[config.mk]
export PLATFORM = sky130hd
export DESIGN_NAME = sram_axi_bridge
export DESIGN_NICKNAME = d
export VERILOG_FILES = /design/src/rtl/sram_axi_bridge_pkg.sv /design/src/rtl/sram_axi_bridge.sv
export SDC_FILE = /design/constraint.sdc
export NUM_CORES = 1
export LEC_CHECK = 0
export CORE_AREA = 10 10 155 157
export CTS_CLUSTER_DIAMETER = 60
export DETAILED_ROUTE_END_ITERATION = 8
export DIE_AREA = 0 0 165 167
export GPL_TIMING_DRIVEN = 0
export PLACE_DENSITY = 0.77
export REMOVE_ABC_BUFFERS = 1
export SYNTH_ARGS = -nofsm -noshare
export SYNTH_HDL_FRONTEND = slang
export SYNTH_SLANG_ARGS = --single-unit
[constraint.sdc]
create_clock -name clk -period 5.05 [get_ports clk]
set_input_delay 0.7575 -clock clk [delete_from_list [all_inputs] [get_ports clk]]
set_output_delay 0.7575 -clock clk [all_outputs]
set_load 0.02 [all_outputs]
[src/rtl/sram_axi_bridge_pkg.sv]
// Shared definitions for the SRAM-to-AXI bridge: write FSM encoding and
// the fixed AXI attribute values driven on every transaction.
package sram_axi_bridge_pkg;

    typedef enum logic [1:0] {
        W_IDLE = 2'd0,
        W_SEND = 2'd1,
        W_RESP = 2'd2
    } wstate_t;

    localparam logic [3:0] DEF_INST_ID    = 4'd0;
    localparam logic [3:0] DEF_DATA_ID    = 4'd1;
    localparam logic [1:0] AXI_BURST_INCR = 2'b01;
    localparam logic [7:0] AXI_LEN_SINGLE = 8'd0;

endpackage

[src/rtl/sram_axi_bridge.sv]
// Converts the core's instruction and data SRAM-style ports into single-beat
// AXI transactions; at most one transaction is outstanding per port.
module sram_axi_bridge
    import sram_axi_bridge_pkg::*;
#(
    parameter logic [3:0] INST_ID = DEF_INST_ID,
    parameter logic [3:0] DATA_ID = DEF_DATA_ID
) (
    input  logic        clk,
    input  logic        resetn,
    input  logic        inst_sram_req,
    input  logic        inst_sram_wr,
    input  logic [1:0]  inst_sram_size,
    input  logic [3:0]  inst_sram_wstrb,
    input  logic [31:0] inst_sram_addr,
    input  logic [31:0] inst_sram_wdata,
    output logic        inst_sram_addr_ok,
    output logic        inst_sram_data_ok,
    output logic [31:0] inst_sram_rdata,
    input  logic        data_sram_req,
    input  logic        data_sram_wr,
    input  logic [1:0]  data_sram_size,
    input  logic [3:0]  data_sram_wstrb,
    input  logic [31:0] data_sram_addr,
    input  logic [31:0] data_sram_wdata,
    output logic        data_sram_addr_ok,
    output logic        data_sram_data_ok,
    output logic [31:0] data_sram_rdata,
    output logic [3:0]  arid,
    output logic [31:0] araddr,
    output logic [7:0]  arlen,
    output logic [2:0]  arsize,
    output logic [1:0]  arburst,
    output logic [1:0]  arlock,
    output logic [3:0]  arcache,
    output logic [2:0]  arprot,
    output logic        arvalid,
    input  logic        arready,
    input  logic [3:0]  rid,
    input  logic [31:0] rdata,
    input  logic [1:0]  rresp,
    input  logic        rlast,
    input  logic        rvalid,
    output logic        rready,
    output logic [3:0]  awid,
    output logic [31:0] awaddr,
    output logic [7:0]  awlen,
    output logic [2:0]  awsize,
    output logic [1:0]  awburst,
    output logic [1:0]  awlock,
    output logic [3:0]  awcache,
    output logic [2:0]  awprot,
    output logic        awvalid,
    input  logic        awready,
    output logic [3:0]  wid,
    output logic [31:0] wdata,
    output logic [3:0]  wstrb,
    output logic        wlast,
    output logic        wvalid,
    input  logic        wready,
    input  logic [3:0]  bid,
    input  logic [1:0]  bresp,
    input  logic        bvalid,
    output logic        bready
);

    logic        ar_pend_q, ar_pend_d;
    logic [31:0] ar_addr_q, ar_addr_d;
    logic [3:0]  ar_id_q, ar_id_d;
    logic [1:0]  ar_size_q, ar_size_d;
    logic        inst_out_q, inst_out_d;
    logic        data_rd_out_q, data_rd_out_d;
    logic        inst_ok_q, inst_ok_d;
    logic [31:0] inst_rdata_q, inst_rdata_d;
    logic        data_ok_q, data_ok_d;
    logic [31:0] data_rdata_q, data_rdata_d;
    wstate_t     wstate_q, wstate_d;
    logic        aw_pend_q, aw_pend_d;
    logic        w_pend_q, w_pend_d;
    logic [31:0] aw_addr_q, aw_addr_d;
    logic [1:0]  aw_size_q, aw_size_d;
    logic [31:0] wdata_q, wdata_d;
    logic [3:0]  wstrb_q, wstrb_d;

    logic data_rd_busy, data_rd_acc, data_wr_acc, inst_acc;
    logic r_inst_hit, r_data_hit, b_hit;

    // Fields that carry no meaning for this bridge: reads only on the
    // instruction port, and AXI response codes are not reported back.
    logic unused_inputs;
    assign unused_inputs = ^{inst_sram_wr, inst_sram_wstrb, inst_sram_wdata, rresp, rlast, bresp};

    always_comb begin
        data_rd_busy = data_rd_out_q | (ar_pend_q & (ar_id_q == DATA_ID));
        data_rd_acc  = resetn & data_sram_req & ~data_sram_wr & ~ar_pend_q
                     & ~data_rd_out_q & (wstate_q == W_IDLE);
        data_wr_acc  = resetn & data_sram_req & data_sram_wr
                     & (wstate_q == W_IDLE) & ~data_rd_busy;
        data_sram_addr_ok = data_rd_acc | data_wr_acc;
        // Data port has priority over the instruction port for the AR slot.
        inst_acc = resetn & inst_sram_req & ~ar_pend_q & ~inst_out_q & ~data_sram_addr_ok;
        inst_sram_addr_ok = inst_acc;

        r_inst_hit = rvalid & (rid == INST_ID) & inst_out_q;
        r_data_hit = rvalid & (rid == DATA_ID) & data_rd_out_q;
        b_hit      = (wstate_q == W_RESP) & bvalid & (bid == DATA_ID);

        ar_pend_d     = ar_pend_q;
        ar_addr_d     = ar_addr_q;
        ar_id_d       = ar_id_q;
        ar_size_d     = ar_size_q;
        inst_out_d    = inst_out_q;
        data_rd_out_d = data_rd_out_q;
        inst_ok_d     = r_inst_hit;
        inst_rdata_d  = r_inst_hit ? rdata : inst_rdata_q;
        data_ok_d     = r_data_hit | b_hit;
        data_rdata_d  = r_data_hit ? rdata : data_rdata_q;
        wstate_d      = wstate_q;
        aw_pend_d     = aw_pend_q;
        w_pend_d      = w_pend_q;
        aw_addr_d     = aw_addr_q;
        aw_size_d     = aw_size_q;
        wdata_d       = wdata_q;
        wstrb_d       = wstrb_q;

        if (ar_pend_q && arready) begin
            ar_pend_d = 1'b0;
            if (ar_id_q == INST_ID) inst_out_d    = 1'b1;
            else                    data_rd_out_d = 1'b1;
        end
        if (r_inst_hit) inst_out_d    = 1'b0;
        if (r_data_hit) data_rd_out_d = 1'b0;

        if (inst_acc) begin
            ar_pend_d = 1'b1;
            ar_addr_d = inst_sram_addr;
            ar_id_d   = INST_ID;
            ar_size_d = inst_sram_size;
        end else if (data_rd_acc) begin
            ar_pend_d = 1'b1;
            ar_addr_d = data_sram_addr;
            ar_id_d   = DATA_ID;
            ar_size_d = data_sram_size;
        end

        case (wstate_q)
            W_IDLE: if (data_wr_acc) begin
                wstate_d  = W_SEND;
                aw_pend_d = 1'b1;
                w_pend_d  = 1'b1;
                aw_addr_d = data_sram_addr;
                aw_size_d = data_sram_size;
                wdata_d   = data_sram_wdata;
                wstrb_d   = data_sram_wstrb;
            end
            W_SEND: begin
                if (aw_pend_q && awready) aw_pend_d = 1'b0;
                if (w_pend_q && wready)   w_pend_d  = 1'b0;
                if (!aw_pend_d && !w_pend_d) wstate_d = W_RESP;
            end
            W_RESP: if (b_hit) wstate_d = W_IDLE;
            default: wstate_d = W_IDLE;
        endcase
    end

    always_ff @(posedge clk or negedge resetn) begin
        if (!resetn) begin
            ar_pend_q     <= 1'b0;
            ar_addr_q     <= '0;
            ar_id_q       <= '0;
            ar_size_q     <= '0;
            inst_out_q    <= 1'b0;
            data_rd_out_q <= 1'b0;
            inst_ok_q     <= 1'b0;
            inst_rdata_q  <= '0;
            data_ok_q     <= 1'b0;
            data_rdata_q  <= '0;
            wstate_q      <= W_IDLE;
            aw_pend_q     <= 1'b0;
            w_pend_q      <= 1'b0;
            aw_addr_q     <= '0;
            aw_size_q     <= '0;
            wdata_q       <= '0;
            wstrb_q       <= '0;
        end else begin
            ar_pend_q     <= ar_pend_d;
            ar_addr_q     <= ar_addr_d;
            ar_id_q       <= ar_id_d;
            ar_size_q     <= ar_size_d;
            inst_out_q    <= inst_out_d;
            data_rd_out_q <= data_rd_out_d;
            inst_ok_q     <= inst_ok_d;
            inst_rdata_q  <= inst_rdata_d;
            data_ok_q     <= data_ok_d;
            data_rdata_q  <= data_rdata_d;
            wstate_q      <= wstate_d;
            aw_pend_q     <= aw_pend_d;
            w_pend_q      <= w_pend_d;
            aw_addr_q     <= aw_addr_d;
            aw_size_q     <= aw_size_d;
            wdata_q       <= wdata_d;
            wstrb_q       <= wstrb_d;
        end
    end

    assign inst_sram_data_ok = inst_ok_q;
    assign inst_sram_rdata   = inst_rdata_q;
    assign data_sram_data_ok = data_ok_q;
    assign data_sram_rdata   = data_rdata_q;

    assign arid    = ar_id_q;
    assign araddr  = ar_addr_q;
    assign arlen   = AXI_LEN_SINGLE;
    assign arsize  = {1'b0, ar_size_q};
    assign arburst = AXI_BURST_INCR;
    assign arlock  = 2'b00;
    assign arcache = 4'b0000;
    assign arprot  = 3'b000;
    assign arvalid = ar_pend_q;
    assign rready  = 1'b1;

    assign awid    = DATA_ID;
    assign awaddr  = aw_addr_q;
    assign awlen   = AXI_LEN_SINGLE;
    assign awsize  = {1'b0, aw_size_q};
    assign awburst = AXI_BURST_INCR;
    assign awlock  = 2'b00;
    assign awcache = 4'b0000;
    assign awprot  = 3'b000;
    assign awvalid = aw_pend_q;
    assign wid     = DATA_ID;
    assign wdata   = wdata_q;
    assign wstrb   = wstrb_q;
    assign wlast   = 1'b1;
    assign wvalid  = w_pend_q;
    assign bready  = 1'b1;

endmodule

Yosys cells after proc, flatten, opt, wreduce, memory -nomap -nowiden
Index checks and enable logic that the tools add are counted.
{ "totals": {"ff_bits": 181, "word_cells": 100, "output_inout_bits": 230, "memories": 0, "ram_bits": 0, "mem_bits_ro": 0, "latch_bits": 0, "in_bits": 196} }
{ "classes": {"add_sub_neg": 0, "mul": 0, "n_div": 0, "reduce_logical": 20, "shifts": 0, "bitwise": 28, "mux": 26, "n_lt_le_gt_ge": 0, "n_eq_ne": 9} }
{ "ops": {"columns": ["operator", "n"], "rows": [
  ["two-way mux 32 bit", 2],
  ["bitwise AND 1 bit", 19],
  ["two-way mux 1 bit", 14],
  ["equality test 4 x 1 -> 1 bit, second input constant", 3],
  ["two-way mux 2 bit", 5],
  ["nonzero test 2 bit", 5],
  ["logical NOT 4 bit", 2],
  ["two-way mux 4 bit", 2],
  ["!= test 2 bit, second input constant", 4],
  ["AND reduction 2 bit", 4],
  ["inverter 1 bit", 6],
  ["case mux 2 bit (3 select lines)", 1],
  ["logical AND 1 bit", 4],
  ["case mux 1 bit (2 select lines)", 2],
  ["OR 1 bit", 3],
  ["AND reduction 3 bit", 1],
  ["nonzero test 3 bit", 1],
  ["equality test 2 x 1 -> 1 bit, second input constant", 1],
  ["equality test 2 bit, second input constant", 1],
  ["logical NOT 1 bit", 2],
  ["logical NOT 2 bit", 1]
]} }

Logic depth before layout (Yosys ltp)
{ "depth": {"depth_word": 9, "ltp_mapped": 6} }

Least setup slack after synthesis
No wires, ideal clock.
{ "synth_timing": {"kind": "input-to-output", "start": "in data_sram_req", "end": "out inst_sram_addr_ok", "path_buffers": 3, "arrival_ns": 1.790, "path_slack_ns": 2.502, "cell_stages": 6, "required_time_ns": 4.293, "cell_sequence": "or4b_1 -> buf_6 -> nand2b_1 -> buf_4 -> buf_4 -> inv_1"} }
{ "synth_between": {"elab_chain_len": 8, "elab_cells_between_ends": 11, "cone_classes": "11 x bitwise"} }
{ "synth_rtl": {"columns": ["item", "line", "text"], "rows": [
  ["from (decl)", "sram_axi_bridge.sv:20", "input logic data_sram_req,"],
  ["bitwise AND 1 bit *", "sram_axi_bridge.sv:95, sram_axi_bridge.sv:97", null],
  ["bitwise AND 1 bit (2 in series)", "sram_axi_bridge.sv:95", "data_rd_acc = resetn & data_sram_req & ~data_sram_wr & ~ar_pend_q"],
  ["bitwise AND 1 bit (2 in series)", "sram_axi_bridge.sv:96", "& ~data_rd_out_q & (wstate_q == W_IDLE);"],
  ["OR 1 bit *", "sram_axi_bridge.sv:99", "data_sram_addr_ok = data_rd_acc | data_wr_acc;"],
  ["inverter 1 bit *", "sram_axi_bridge.sv:101", "inst_acc = resetn & inst_sram_req & ~ar_pend_q & ~inst_out_q & ~data_sram_addr_ok;"],
  ["bitwise AND 1 bit *", "sram_axi_bridge.sv:101", null],
  ["to (decl)", "sram_axi_bridge.sv:17", "output logic inst_sram_addr_ok,"]
]} }
Mark *: on every way between the ends. The rest lies on a longest branch, timed or not.

Final worst setup path
Same ends and word-level chain as after synthesis.

==> out/qor.txt <==
CTS tree: done
Peak VDD IR: 0.321 mV
FF+latch area: 0.00445 mm^2
HP Class: in -> async
fmax: 221 MHz
Slew Viols, Final: 0
non-filler instance count after layout: 1117
RSZ-0062 raised after global routing: no
CP Launch Type: primary input
Initial DRT Pass Iterations: 4
Synth Register Bits: 178
Post-CTS Setup Repair Bufs: 0
nets: 1024
Vias: 5328
number of global-route vias before repair: 5980
Final setup viols: 0
CTS root buffer: clkbuf_16
GPL Wtd Cong: 0.750
Lkg Pwr: 5.21 nW
crit-path max FO: 36
number of synthesis warnings: 0
fraction of layout cells with a size suffix above 1: 0.253
most frequent cells in the layout: 328 x clkdlybuf4s50_1, 178 x dfrtp_1, 67 x mux2_2, 67 x mux2_4, 54 x conb_1
Hold Vio Cnt, Final: 0
minimum hold slack: 341 ps
CP required: 4290 ps
Fin Clk Skew: 16.7 ps
H-tree depth: 4
maximum number of pins on one net before global-route repair: 95
period utilization: 0.897
final WL: 23.7 mm
Gate Count Post-Synth: 505
grt ovf: 0
first-pass GRT wire length: 35.6 mm
Core ar.: 0.0208 mm^2
Avg Vias per Cell: 4.77
die width: 165 um
most common cell after layout, fill and taps aside: clkdlybuf4s50_1
top-level I/O count: 426
async set or reset register ratio after synthesis: 1.00
Finished Core Util: 0.561
Slew @ Worst Pin: 1340 ps
Post-synth top flop: dfrtp_1
placed cell count: 1084
DR DRC count: 0
cell row count: 53
area delta synth->final: 51.0%
EDFF count, synth: 0
Max Cap Viol: 0
syn_area_per_cell: 15.3 um^2
Post-CTS Resized: 0
die height: 167 um
die area: 0.0276 mm^2
area of the multi-input gates: 0.00285 mm^2
status: complete, no violations
Max-Slew Margin vs Limit: 0.0908
HPWL after DPL: 17.8 mm
crit path DAT: 3770 ps
post-synthesis sequential area ratio: 0.576
Starting Density: 0.372
post-layout min period: 4530 ps
Total Routing Usage GR: 0.165
Max Buffers Root-to-Sink: 2
PD cells: 613 mW/mm^2
# hold bufs at CTS: 0
clk sink count: 178
# fillers: 1706
port bufs: 329
Post-DRT Antenna Nets: 0
total power: 7.16 mW
CTS buffer count: 17
drt wl/cell: 21.2 um
crit path kind: in -> out
Mapped Area: 0.00774 mm^2
initial antenna violation count: 1
Clock transition at path regs: 80 ps
clock latency on the worst-skew pair: 420 ps
CP Capture Type: primary output
post-synthesis cell type count: 33
drt first-iter violations: 308
state kept, by name, indices dropped and copies added, names as in the netlist:
name / flops
araddr: 32
awaddr: 32
data_sram_rdata: 32
inst_sram_rdata: 32
wdata: 32
wstrb: 4
ar_size_q: 2
aw_size_q: 2
wstate_q: 2
arid: 1
arvalid: 1
awvalid: 1
data_rd_out_q: 1
data_sram_data_ok: 1
inst_out_q: 1
inst_sram_data_ok: 1
wvalid: 1
final cells by class:
type,instances,share of cell area
multi-input combinational,293,0.244
clock buffer,20,0.0391
tap,275,0.0295
sequential,178,0.381
inverter,3,0.000964
antenna,1,0.000214
timing repair buffer,335,0.295
clock inverter,12,0.00964
per-stage QoR:
stage	TNS, ps	setup slack [ps]	cell area [um^2]
after floorplan	0	1750	7310
after global placement	-1511250	-7470	10900
after detailed placement	0	350	11100
after CTS	0	345	11700
after global routing	0	294	11700
final	0	521	11700
kinds of logic after synthesis:
| kind of cell | count (synthesis) | share of synthesized area |
|---|---|---|
| flip-flops | 178 | 0.576 |
| buffers and inverters | 86 | 0.0818 |
| multiplexers | 135 | 0.230 |
| AND/OR/NAND/NOR | 60 | 0.0514 |
| other | 2 | 0.000971 |
| AO/OA/AOI/OAI | 44 | 0.0595 |
per-layer routing:
metal  wire, um  global-route usage  share of wire
met5          0                   0              0
met4        370              0.0524          0.016
met3       2680              0.0769           0.11
met2      11800               0.280           0.50
met1       8890               0.177           0.37
final timing paths:
| path | from | end | slack [ps] | cells after the start |
|---|---|---|---|---|
| worst max-delay path | data_sram_req | inst_sram_addr_ok | 520 | 6 |
| worst min-delay path | resetn | araddr[26] | 340 | 1 |
| worst max register to register | arvalid | araddr[2] | 2000 | 3 |
| worst min register to register | inst_sram_rdata[3] | inst_sram_rdata[3] | 500 | 1 |
| max in group asynchronous | resetn | data_sram_rdata[5] | 3810 | 2 |
| min in group clk | inst_sram_rdata[3] | inst_sram_rdata[3] | 500 | 1 |
synthesized netlist by cell type, types with 2 or more instances:
library cell,number,area (um^2)
buf_4,58,435
mux2_4,67,1010
clkbuf_1,6,22.5
or3_1,34,213
o221a_2,34,383
inv_1,3,11.3
conb_1,2,7.51
nor2b_1,5,31.3
buf_2,8,40.0
nand2b_1,2,12.5
nor2_1,4,15.0
o21a_1,2,15.0
buf_6,11,124
mux2_2,67,754
a21bo_2,2,20.0
nand2_1,6,22.5
dfrtp_1,178,4450
critical path: stages:
cell and delay (ps):
clkdlybuf4s50_1 430, or4b_1 1050, nand2b_2 520, buf_16 330
inv_1 70, clkdlybuf4s50_1 600
power breakdown:
group / internal (mW) / switching [mW]
Sequential: 2.06 / 0.381
Combinational: 1.87 / 1.56
Clock: 0.680 / 0.609
(Power assumes the default switching activity.)
